$ cat src/rtl/cpu_pkg.sv
// Shared CPU definitions.
//   pcsrc encoding driven by main_decoder and consumed by fetch_unit/next_pc_mux.
//   fetch_state_t : state encoding of the fetch_unit FSM.
package cpu_pkg;

  localparam logic [1:0] PCSRC_PLUS4   = 2'b00;
  localparam logic [1:0] PCSRC_BRANCH  = 2'b01;
  localparam logic [1:0] PCSRC_JALR    = 2'b10;
  localparam logic [1:0] PCSRC_ILLEGAL = 2'b11;

  typedef enum logic [1:0] {
    FETCH = 2'd0,
    READY = 2'd1,
    HALT  = 2'd2
  } fetch_state_t;

endpackage

$ cat src/rtl/next_pc_mux.sv
// Combinational next-PC selection.
// Ports:
//   pc        in  32  address of the current instruction
//   pcsrc     in  2   next-PC select (see cpu_pkg PCSRC_*)
//   immext    in  32  sign-extended immediate
//   aluresult in  32  jalr target from the ALU
//   nextpc    out 32  selected next PC (sums wrap modulo 2^32)
//   pcplus4   out 32  pc + 4
//   illegal   out 1   pcsrc is illegal or the selected target is not word aligned
module next_pc_mux
  import cpu_pkg::*;
(
  input  logic [31:0] pc,
  input  logic [1:0]  pcsrc,
  input  logic [31:0] immext,
  input  logic [31:0] aluresult,
  output logic [31:0] nextpc,
  output logic [31:0] pcplus4,
  output logic        illegal
);

  assign pcplus4 = pc + 32'd4;

  always_comb begin
    nextpc = pcplus4;
    case (pcsrc)
      PCSRC_PLUS4:  nextpc = pcplus4;
      PCSRC_BRANCH: nextpc = pc + immext;
      // jalr clears bit 0 of the target
      PCSRC_JALR:   nextpc = aluresult & 32'hFFFF_FFFE;
      default:      nextpc = pcplus4;
    endcase
    // bit 1 set means a half-word target; handled the same as an illegal pcsrc
    illegal = (pcsrc == PCSRC_ILLEGAL) || nextpc[1];
  end

endmodule

$ cat src/rtl/fetch_unit.sv
// Instruction fetch unit: requests an instruction word at pc, holds it until
// commit, then advances pc according to pcsrc.
// Optional build macro: FETCH_TRAP_EN -- illegal/misaligned commits redirect
// to TRAP_PC with a one-cycle trap pulse instead of halting.
// Ports:
//   clk         in  1   clock, rising edge
//   rst         in  1   synchronous active-high reset
//   pcsrc       in  2   next-PC select, valid with commit
//   immext      in  32  sign-extended immediate, valid with commit
//   aluresult   in  32  jalr target, valid with commit
//   commit      in  1   current instruction retires this cycle
//   imem_req    out 1   instruction memory request
//   imem_addr   out 32  request address
//   imem_ack    in  1   memory returns data this cycle
//   imem_rdata  in  32  instruction word, valid with imem_ack
//   instr       out 32  held instruction
//   pc          out 32  address of instr
//   pcplus4     out 32  pc + 4 for link writeback
//   instrvalid  out 1   instr/pc valid and awaiting commit
//   trap        out 1   one-cycle trap pulse (0 without FETCH_TRAP_EN)
//
// state | meaning
// FETCH | request outstanding at pc, waiting for imem_ack
// READY | instr held, waiting for commit
// HALT  | stopped after illegal commit, left only by rst
module fetch_unit
  import cpu_pkg::*;
#(
  parameter logic [31:0] RESET_PC = 32'h0000_0000,
  parameter logic [31:0] TRAP_PC  = 32'h0000_0100
) (
  input  logic        clk,
  input  logic        rst,
  input  logic [1:0]  pcsrc,
  input  logic [31:0] immext,
  input  logic [31:0] aluresult,
  input  logic        commit,
  output logic        imem_req,
  output logic [31:0] imem_addr,
  input  logic        imem_ack,
  input  logic [31:0] imem_rdata,
  output logic [31:0] instr,
  output logic [31:0] pc,
  output logic [31:0] pcplus4,
  output logic        instrvalid,
  output logic        trap
);

  // Redirect targets are fetch addresses and must be word aligned.
  if ((RESET_PC[1:0] != 2'b00) || (TRAP_PC[1:0] != 2'b00)) begin : g_align_check
    $error("fetch_unit: RESET_PC and TRAP_PC must be word aligned");
  end

  fetch_state_t state, state_next;
  logic [31:0]  pc_next, instr_next, nextpc;
  logic         illegal;

  next_pc_mux u_next_pc_mux (
    .pc        (pc),
    .pcsrc     (pcsrc),
    .immext    (immext),
    .aluresult (aluresult),
    .nextpc    (nextpc),
    .pcplus4   (pcplus4),
    .illegal   (illegal)
  );

  assign imem_req   = (state == FETCH);
  assign imem_addr  = pc;
  assign instrvalid = (state == READY);

  always_ff @(posedge clk) begin
    if (rst) begin
      state <= FETCH;
      pc    <= RESET_PC;
      instr <= '0;
    end else begin
      state <= state_next;
      pc    <= pc_next;
      instr <= instr_next;
    end
  end

`ifdef FETCH_TRAP_EN
  logic trap_next;

  always_ff @(posedge clk) begin
    if (rst) trap <= 1'b0;
    else     trap <= trap_next;
  end
`else
  assign trap = 1'b0;
`endif

  always_comb begin
    state_next = state;
    pc_next    = pc;
    instr_next = instr;
`ifdef FETCH_TRAP_EN
    trap_next  = 1'b0;
`endif
    case (state)
      FETCH: begin
        if (imem_ack) begin
          instr_next = imem_rdata;
          state_next = READY;
        end
      end
      READY: begin
        if (commit) begin
          if (illegal) begin
`ifdef FETCH_TRAP_EN
            pc_next    = TRAP_PC;
            trap_next  = 1'b1;
            state_next = FETCH;
`else
            state_next = HALT;
`endif
          end else begin
            pc_next    = nextpc;
            state_next = FETCH;
          end
        end
      end
      HALT:    state_next = HALT;
      default: state_next = FETCH;
    endcase
  end

endmodule
$ cat config.mk
export PLATFORM = sky130hd
export DESIGN_NAME = fetch_unit
export DESIGN_NICKNAME = d
export VERILOG_FILES = /design/src/rtl/cpu_pkg.sv /design/src/rtl/next_pc_mux.sv /design/src/rtl/fetch_unit.sv
export SDC_FILE = /design/constraint.sdc
export NUM_CORES = 1
export LEC_CHECK = 0
export BUFFER_PORTS_ARGS = -buffer_cell sky130_fd_sc_hd__buf_2
export CORE_MARGIN = 2
export CORE_UTILIZATION = 54
export DETAILED_ROUTE_END_ITERATION = 10
export PLACE_DENSITY = 0.85
export SETUP_SLACK_MARGIN = 0.4
export SLEW_MARGIN = 20
export SYNTH_ARGS = -nofsm -noshare
export SYNTH_HDL_FRONTEND = slang
export SYNTH_SLANG_ARGS = --single-unit
$ cat constraint.sdc
create_clock -name clk -period 5.5 [get_ports clk]
set_input_delay 0.55 -clock clk [delete_from_list [all_inputs] [get_ports clk]]
set_output_delay 0.55 -clock clk [all_outputs]
set_load 0.02 [all_outputs]
==> summary.md, run 1 <==
| Metric | Value |
|---|---|
| Crit Path Class | `flop to flop` |
| Clk root buf | `clkbuf_8` |
| Period utilisation layout | `0.601` |
| # fillers | `946` |
| Fraction of final layout cells sized beyond drive strength 1 | `0.310` |
| Slew Limit Fails | `0` |
| Diode count | `0` |
| Num CTS Buffers | `9` |
| DRC | `0` |
| Synth Register Bits | `66` |
| Core Area | `0.0103 mm2` |
| Die Wd | `107 um` |
| Starting DRT DRC Count | `502` |
| TritonCTS sink count | `66` |
| CP max stage delay | `590 ps` |
| Synthesis-to-finish area growth | `20.0%` |
| Worst Setup End Kind | `flop` |
| GRT overflow | `0` |
| Primary FF master, synth | `dfxtp_1` |
| Initial core utilization | `0.556` |
| CTS Hold Bufs | `0` |
| Fraction of registers with async set/reset | `0` |
| Clock tree buffer depth | `2` |
| Post-CTS setup buffer count | `0` |
| CP max FO | `19` |
| Final TNS setup | `0 ps` |
| Avg Inst Size Synth | `7.59 um2` |
| Via density | `5.87` |
| ANT nets after route | `0` |
| Net total in the final layout | `1066` |
| Die H | `107 um` |
| Crit path launch type | `flop` |
| Slowest stage cell, crit path | `and3_1` |
| Worst EP required | `5730 ps` |
| Power, Total | `0.00132 W` |
| Finished Layout Cells | `1069` |
| Hold Path Class | `primary input to flop` |
| Post-synthesis cell area | `0.00574 mm2` |
| PwrDens | `192 mW/mm2` |
| Actual slew at the worst max-slew pin | `1090 ps` |
| Setup-failing EPs final | `0` |
| Max Cap Violations | `0` |
| Synth warn | `0` |
| Register area share after synthesis | `0.230` |
| 1st-pass router iterations | `5` |
| Routed WL per cell | `16.9 um` |
| Fin Hold WS | `419 ps` |
| Detailed-route via count | `6274` |
| Vias in the first global route | `5624` |
| Leakage | `3.34 nW` |
| H-tree depth | `3` |
| First-pass GRT wire length | `27500 um` |
| CTS tree | `yes` |
| Final WL | `18000 um` |
| # IOs | `233` |
| Area of the multi-input gates | `0.00391 mm2` |
| Min Tclk post-route | `3310 ps` |
| Largest net degree at the start of global routing | `35` |
| Tot GR Track Use | `0.300` |
| Initial antenna violation count | `0` |
| Post-Place Cells | `1053` |
| GP Congestion | `0.953` |
| Status | `completed` |
| Die Area | `0.0115 mm2` |
| Setup Skew | `18.3 ps` |
| PostCTS Resize Cnt | `0` |
| Post-synth cell types | `77` |
| WP data arrival | `3540 ps` |
| FP Rows | `37` |
| Syn nets | `894` |
| Storage element area | `0.00132 mm2` |
| Maximum vdd ir drop | `0.111 mV` |
| Clock Latency Late Sink | `370 ps` |
| Max Clk Rate | `302 MHz` |
| EDFF count, synth | `0` |
| Reg clk slew, reported paths | `90 ps` |
| Final HPWL DP | `13600 um` |
| Critical Path, Cell by Cell | `ha_1 -> fa_1 -> a221o_1 -> a21oi_1 -> and3_1 -> nand2_2 -> a221oi_1 -> nor3_1` |
| RSZ-0062 raised after global routing | `false` |
| Final hold violation count | `0` |
| Port bufs | `230` |
| Cell count after synthesis | `756` |
| Relative slew slack | `0.269` |
[synthesized netlist by cell type, types with 5 or more instances]
| master | count | area share |
|---|---|---|
| a221oi_1 | 13 | 0.020 |
| o21ai_0 | 34 | 0.030 |
| nand3_1 | 19 | 0.017 |
| clkbuf_1 | 29 | 0.019 |
| nor2b_1 | 5 | 0.0055 |
| and3_1 | 8 | 0.0087 |
| a21oi_1 | 88 | 0.077 |
| buf_4 | 36 | 0.047 |
| a21o_1 | 15 | 0.020 |
| nand4_1 | 11 | 0.012 |
| nand2_1 | 112 | 0.073 |
| ha_1 | 35 | 0.076 |
| buf_2 | 11 | 0.0096 |
| o211ai_1 | 7 | 0.0092 |
| xor2_1 | 17 | 0.026 |
| a211oi_1 | 10 | 0.013 |
| and2_1 | 5 | 0.0055 |
| nor3_1 | 15 | 0.013 |
| o22ai_1 | 7 | 0.0076 |
| o21a_1 | 9 | 0.012 |
| dfxtp_1 | 66 | 0.23 |
| o21bai_1 | 5 | 0.0065 |
| nor2_1 | 45 | 0.029 |
| xnor2_1 | 37 | 0.056 |
| a31oi_1 | 9 | 0.0098 |
| inv_1 | 18 | 0.012 |
[sequential cells by signal, indices dropped and copies added (netlist names)]
register and cells:
state 2, instr 32, imem_addr 32
[metrics by stage]
stage          utilization  setup slack [ps]  cell area [um2]
6_report             0.667              2190             6890
5_1_grt              0.667              2060             6890
4_1_cts              0.667              2270             6890
3_5_place_dp         0.648              2020             6690
3_3_place_gp         0.648              2100             6690
2_1_floorplan            -              2620             5740
[cell type report]
cell class | instances | share of cell area
Tap cell | 136 | 0.0247
Inverter | 19 | 0.0104
Clock buffer | 9 | 0.0180
Sequential cell | 66 | 0.192
Multi-Input combinational cell | 594 | 0.568
Clock inverter | 7 | 0.0111
Timing Repair Buffer | 238 | 0.176
[layer usage]
| metal | vias to the layer above | wire, um | track usage |
|---|---|---|---|
| li1 | 3058 | - | - |
| met1 | 2834 | 7430 | 0.384 |
| met2 | 338 | 8560 | 0.506 |
| met3 | 44 | 1520 | 0.0426 |
| met4 | 0 | 527 | 0.122 |
| met5 | - | 0 | 0 |
[power by group]
| part | switching (W) | internal (W) |
|---|---|---|
| clock | 0.000218 | 0.000212 |
| sequential | 0.0000247 | 0.000501 |
| combinational | 0.000228 | 0.000136 |
[worst paths after layout]
kind                        from            end  slack, ps  cells past startpoint
setup reg to reg    imem_addr[0]  imem_addr[15]       2190                      8
hold / removal    imem_rdata[20]      instr[20]        420                      3
setup / recovery    imem_addr[0]  imem_addr[15]       2190                      8
hold reg to reg        instr[16]      instr[16]        450                      2
[cells in the final DEF (no fill, tap or decap), types with 4 or more instances in the layout]
master	count
buf_2	230
nand2_1	112
a21oi_1	88
dfxtp_1	66
nor2_1	45
xnor2_1	37
ha_1	35
o21ai_0	34
nand3_1	19
inv_1	18
xor2_1	17
nor3_1	15
a21o_1	15
a221oi_1	13
nand4_1	11
a211oi_1	10
o21a_1	9
a31oi_1	9
clkbuf_8	9
and3_1	8
buf_4	8
o22ai_1	7
o211ai_1	7
nor2b_1	5
o21bai_1	5
nand2b_1	4
nand3_2	4
and2_1	4
a211o_1	4
a2111oi_0	4
a22oi_1	4
[cells by family after synthesis]
family	count (synthesis)	share of synthesized area
DFF	66	0.230
adders and majority gates	36	0.0798
buffers and inverters	96	0.0894
and+or+nand+nor	258	0.228
other	1	0.000653
AOI/OAI and AO/OA	245	0.289
xor gates and xnor gates	54	0.0824
[worst max-delay path, delay by kind of cell, from the launching register on]
family,cells,cell delay (ps)
AOI/OAI and AO/OA,3,920
adders and majority gates,2,690
DFF,1,450
and+or+nand+nor,3,1100
Note: power is estimated with default switching activity, not from simulation.
==> run 2: changes to the inputs <==
--- a/config.mk
+++ b/config.mk
@@ -7,9 +7,9 @@
 export LEC_CHECK = 0
 export BUFFER_PORTS_ARGS = -buffer_cell sky130_fd_sc_hd__buf_2
 export CORE_MARGIN = 2
-export CORE_UTILIZATION = 54
+export CORE_UTILIZATION = 50
 export DETAILED_ROUTE_END_ITERATION = 10
-export PLACE_DENSITY = 0.85
+export PLACE_DENSITY = 0.79
 export SETUP_SLACK_MARGIN = 0.4
 export SLEW_MARGIN = 20
 export SYNTH_ARGS = -nofsm -noshare
==> constraint.sdc (replaced) <==
create_clock -name clk -period 3.1 [get_ports clk]
set_input_delay 0.31 -clock clk [delete_from_list [all_inputs] [get_ports clk]]
set_output_delay 0.31 -clock clk [all_outputs]
set_load 0.02 [all_outputs]
==> run 2 against run 1 <==
Compared with the run above:
- clock skew is 7.3 ps lower
- sequential power is 75% higher
- non-clock buffer count is 29 higher
- final area is 7.6% higher
- worst hold slack worse by 210 ps
- die area is 7.7% higher
- sequential share of layout area is 1.2 points lower
==> summary.md, run 2 (synthesized netlist as in run 1, its figures left out) <==
| Metric | Value |
|---|---|
| R2r endpoint | `imem_addr[30]` |
| PwrDens | `362 mW/mm2` |
| # fillers | `1031` |
| Detailed-route via count | `6461` |
| Status | `completed` |
| Synthesis-to-finish area growth | `29.1%` |
| Power, Total | `0.00268 W` |
| Crit path launch type | `flop` |
| CTS Hold Bufs | `0` |
| RSZ-0062 raised after global routing | `true` |
| CTS tree | `yes` |
| Hold_sp | `imem_rdata[22]` |
| GP Congestion | `0.900` |
| Fraction of final layout cells sized beyond drive strength 1 | `0.363` |
| Min Tclk post-route | `2790 ps` |
| Setup Skew | `11.0 ps` |
| Core Area | `0.0113 mm2` |
| First-pass GRT wire length | `29400 um` |
| CP max FO | `3` |
| Die Area | `0.0124 mm2` |
| TritonCTS sink count | `66` |
| Actual slew at the worst max-slew pin | `807 ps` |
| Via density | `5.85` |
| GRT overflow | `0` |
| Maximum vdd ir drop | `0.329 mV` |
| Reg clk slew, reported paths | `60 ps` |
| Reg-to-Reg Start | `imem_addr[0]` |
| Final HPWL DP | `14000 um` |
| Slew Limit Fails | `0` |
| Fin Hold WS | `209 ps` |
| Die Wd | `111 um` |
| FP Rows | `39` |
| CP max stage delay | `360 ps` |
| ANT nets after route | `0` |
| Worst EP required | `3380 ps` |
| Diode count | `0` |
| Final hold violation count | `0` |
| FF-to-FF path depth | `11` |
| Crit Path Class | `flop to flop` |
| Routed WL per cell | `17.1 um` |
| Largest net degree at the start of global routing | `40` |
| DRC | `0` |
| GR Util met2 | `0.486` |
| Max Cap Violations | `0` |
| Port bufs | `230` |
| Period utilisation layout | `0.901` |
| Clock Latency Late Sink | `340 ps` |
| Final core utilization | `0.654` |
| Hold Path Class | `primary input to flop` |
| Finished Layout Cells | `1105` |
| Initial antenna violation count | `0` |
| Worst Setup End Kind | `flop` |
| Critical Path, Cell by Cell | `ha_4 -> fa_2 -> a211o_1 -> a211oi_2 -> buf_4 -> a2bb2oi_4 -> o21ai_4 -> a2111oi_4 -> nor3_1 -> nand3b_1 -> a21oi_2` |
| Num CTS Buffers | `9` |
| Die H | `111 um` |
| WP data arrival | `3070 ps` |
| Slowest stage cell, crit path | `a2111oi_4` |
| R2R Setup Slk | `310 ps` |
| Leakage | `3.60 nW` |
| Final TNS setup | `0 ps` |
| Max Clk Rate | `358 MHz` |
| Met3 Use GR | `0.0481` |
| H-tree depth | `3` |
| Vias in the first global route | `5755` |
| Commonest non-fill, non-tap cell in the layout | `buf_2` |
| Most used routing layer | `met2` |
| Relative slew slack | `0.458` |
| Net total in the final layout | `1095` |
| 1st-pass router iterations | `5` |
| # IOs | `233` |
| Post-Place Cells | `1080` |
| Tot GR Track Use | `0.292` |
| Clk root buf | `clkbuf_16` |
| Hold EP | `instr[22]` |
| GR met1 Demand/Resource | `0.381` |
| Initial core utilization | `0.507` |
| Starting DRT DRC Count | `595` |
| Setup-failing EPs final | `0` |
| Final WL | `18900 um` |
| Most frequent cells in the layout | `buf_2 (230), nand2_1 (111), a21oi_1 (83)` |
| Cells on Worst Hold Path | `3` |
| Clock tree buffer depth | `2` |
==> run 2: cell count changes in the layout (fill, tap and decap cells not counted), moves of 2 or more <==
cell,change
a21oi_2,+5
nor3b_2,+2
a211oi_1,-2
ha_1,-2
buf_4,+27
dfxtp_1,-9
nor2_1,-2
clkbuf_16,+9
buf_12,+2
dfxtp_2,+8
nor3b_1,-2
a21oi_1,-5
clkbuf_8,-9
==> run 2: metrics by stage <==
step	setup slack, ps	cell area (um2)
finish	305	7410
global route	142	7410
CTS	316	7250
detailed placement	106	6860
global placement	144	6860
floorplan	437	5740
==> run 2: worst max-delay path: cells and delay by family (launching register included) <==
kind            cells  cell delay [ps]
simple gates        2              260
buf+inv             1              180
flops               1              350
fa+ha+maj           2              500
compound gates      6             1460
==> run 2: report_power, final <==
| part | total, W | internal [W] | switching (W) | leakage [nW] |
|---|---|---|---|---|
| clock network | 0.00107 | 0.000629 | 0.000440 | 0.142 |
| logic | 0.000693 | 0.000262 | 0.000432 | 2.91 |
| registers | 0.000921 | 0.000890 | 0.0000318 | 0.543 |
==> run 2: final cells by class <==
type | instances | area [um2] | share of cell area
timing repair buffer | 267 | 1450 | 0.196
clock inverter | 7 | 76.3 | 0.0103
multi-input combinational | 594 | 4070 | 0.549
inverter | 19 | 71.3 | 0.00963
sequential | 66 | 1340 | 0.180
clock buffer | 9 | 225 | 0.0304
tap | 143 | 179 | 0.0242
==> run 2: how the worst max path moves through the flow <==
stage                            start            end  cells past startpoint
after floorplan           imem_addr[0]  imem_addr[22]                     10
after global placement       immext[0]  imem_addr[22]                     11
after detailed placement     immext[0]  imem_addr[22]                     11
after CTS                 imem_addr[0]  imem_addr[30]                     11
after global routing      imem_addr[0]  imem_addr[30]                     11
final                     imem_addr[0]  imem_addr[30]                     11
==> run 2: timing repair <==
| action | in CTS | in global routing |
|---|---|---|
| gates resized for setup | 14 | 26 |
| buffers inserted | 4 | 5 |
| endpoints found under the hold margin | 0 | 0 |
| pin swaps | 11 | 21 |
| setup endpoints to repair | 26 | 29 |
==> run 2: routing by layer <==
| layer | vias up | routed length [um] |
|---|---|---|
| li1 | 3107 | - |
| met1 | 3013 | 7790 |
| met2 | 301 | 9020 |
| met3 | 40 | 1540 |
| met4 | 0 | 497 |
| met5 | - | 0 |
==> run 3: changes to the inputs <==
--- a/config.mk
+++ b/config.mk
@@ -6,10 +6,12 @@
 export NUM_CORES = 1
 export LEC_CHECK = 0
 export BUFFER_PORTS_ARGS = -buffer_cell sky130_fd_sc_hd__buf_2
+export CELL_PAD_IN_SITES_DETAIL_PLACEMENT = 1
+export CELL_PAD_IN_SITES_GLOBAL_PLACEMENT = 2
 export CORE_MARGIN = 2
-export CORE_UTILIZATION = 50
+export CORE_UTILIZATION = 27
 export DETAILED_ROUTE_END_ITERATION = 10
-export PLACE_DENSITY = 0.79
+export PLACE_DENSITY = 0.8
 export SETUP_SLACK_MARGIN = 0.4
 export SLEW_MARGIN = 20
 export SYNTH_ARGS = -nofsm -noshare
==> run 3 against run 2 <==
Compared with the run above:
- final cell count up 12%
- final area up 2.0%
- total power up 0.77%
- routed wire length up 23%
- non-clock buffer count up 3
- combinational power up 3%
- critical endpoint is now imem_addr[23]
- highest routed layer unchanged
==> summary.md, run 3 (synthesized netlist as in run 1, its figures left out) <==
| Metric | Value |
|---|---|
| Status | `completed` |
| Max Clk Rate | `370 MHz` |
| Detailed-route via count | `6331` |
| Diode count | `0` |
| Power, Total | `0.00270 W` |
| Clock tree buffer depth | `2` |
| Die H | `150 um` |
| Core Area | `0.0210 mm2` |
| Fraction of final layout cells sized beyond drive strength 1 | `0.360` |
| WP data arrival | `2930 ps` |
| Worst EP required | `3330 ps` |
| Fin Hold WS | `203 ps` |
| CP max stage delay | `440 ps` |
| Final HPWL DP | `17900 um` |
| Initial antenna violation count | `0` |
| Actual slew at the worst max-slew pin | `646 ps` |
| Setup Skew | `8.51 ps` |
| Via density | `5.11` |
| Num CTS Buffers | `9` |
| GRT overflow | `0` |
| Max Cap Violations | `0` |
| Setup-failing EPs final | `0` |
| RSZ-0062 raised after global routing | `true` |
| Die Wd | `150 um` |
| Starting DRT DRC Count | `270` |
| Die Area | `0.0224 mm2` |
| Initial core utilization | `0.274` |
| First-pass GRT wire length | `35400 um` |
| ANT nets after route | `0` |
| Final hold violation count | `0` |
| Final WL | `23300 um` |
| Wire length on met2 | `10900 um` |
| Maximum vdd ir drop | `0.233 mV` |
| Largest net degree at the start of global routing | `34` |
| Reg-to-Reg Start | `imem_addr[13]` |
| Relative slew slack | `0.568` |
| Crit path max-delay family | `simple AND/OR/NAND/NOR gates` |
| Finished Layout Cells | `1240` |
| Slowest stage cell, crit path | `ha_1` |
| Clk root buf | `clkbuf_16` |
| TritonCTS sink count | `66` |
| Vias in the first global route | `6399` |
| CTS Hold Bufs | `0` |
| Crit path launch type | `flop` |
| Port bufs | `230` |
| Reg clk slew, reported paths | `60 ps` |
| CTS tree | `yes` |
| Post-Place Cells | `1218` |
| Final TNS setup | `0 ps` |
| Slew Limit Fails | `0` |
| # IOs | `233` |
| Tot GR Track Use | `0.203` |
| FP Rows | `53` |
| GP Congestion | `0.844` |
| H-tree depth | `3` |
| Net total in the final layout | `1098` |
| Clock Latency Late Sink | `340 ps` |
| PwrDens | `358 mW/mm2` |
| Period utilisation layout | `0.871` |
| Worst Setup End Kind | `flop` |
| Min Tclk post-route | `2700 ps` |
| DR top layer | `met4` |
| M1 wire length | `10900 um` |
| Critical Path Start | `imem_addr[13]` |
| Met3 WL post-DR | `1200 um` |
| DRC | `0` |
| 1st-pass router iterations | `4` |
| Routed WL per cell | `18.8 um` |
| Hold Path Class | `primary input to flop` |
| Synthesis-to-finish area growth | `31.7%` |
| Buf/Inv on CP | `0` |
| CP max FO | `8` |
| Hold_sp | `imem_rdata[18]` |
| Most frequent cells in the layout | `buf_2 (229), nand2_1 (111), a21oi_1 (84)` |
| Critical Path, Cell by Cell | `ha_1 -> and3_4 -> nand3_2 -> or3_1 -> o21bai_2 -> o21ai_2 -> xnor2_1 -> nand3_1 -> a311oi_1` |
| Crit Path Class | `flop to flop` |
| Commonest non-fill, non-tap cell in the layout | `buf_2` |
| Leakage | `3.58 nW` |
-- run 3: cell count changes in the layout (fill, tap and decap cells not counted), sizes merged --
cell and change:
clkinv +1, clkinvlp -1, buf +3
-- run 3: final cells by class --
class                      instances  area (um2)
timing repair buffer             270        1470
inverter                          19        71.3
clock buffer                       9         225
tap                              275         344
sequential                        66        1330
multi-input combinational        594        4040
fill                            2666       13400
clock inverter                     7        77.6
-- run 3: worst register-to-register path: cells and delay by family (launching register included) --
kind,cells,cell delay (ps)
and+or+nand+nor,4,890
DFF,1,370
xor gates and xnor gates,1,240
adders and majority gates,1,440
AOI/OAI and AO/OA,3,670
-- run 3: through the flow --
stage,util,instance area (um2),setup slack [ps]
finish,0.361,7560,399
global route,0.361,7560,245
detailed placement,0.337,7060,39.5
floorplan,-,5740,437
CTS,0.356,7460,366
global placement,0.337,7060,83.8
-- run 3: path summary, 6_finish.rpt --
path	cells after the start	slack, ps	endpoint
min reg2reg	2	450	instr[18]
max	9	400	imem_addr[23]
max reg2reg	9	400	imem_addr[23]
min	3	200	instr[18]
-- run 3: report_power, final --
part,switching (W),total (W),internal [W]
Combinational,0.000448,0.000711,0.000264
Clock,0.000441,0.00107,0.000630
Sequential,0.0000324,0.000922,0.000889
Total,0.000921,0.00270,0.00178
-- run 3: layer usage --
layer	track usage	vias to the layer above
met5	0	-
met4	0.0486	0
li1	-	3124
met3	0.0250	16
met2	0.341	189
met1	0.277	3002
-- run 3: timing repair --
item                                    CTS  global route
setup buffers                             5             1
resized for setup                        16            22
pin swaps                                 9             9
endpoints found under the setup margin   35            21
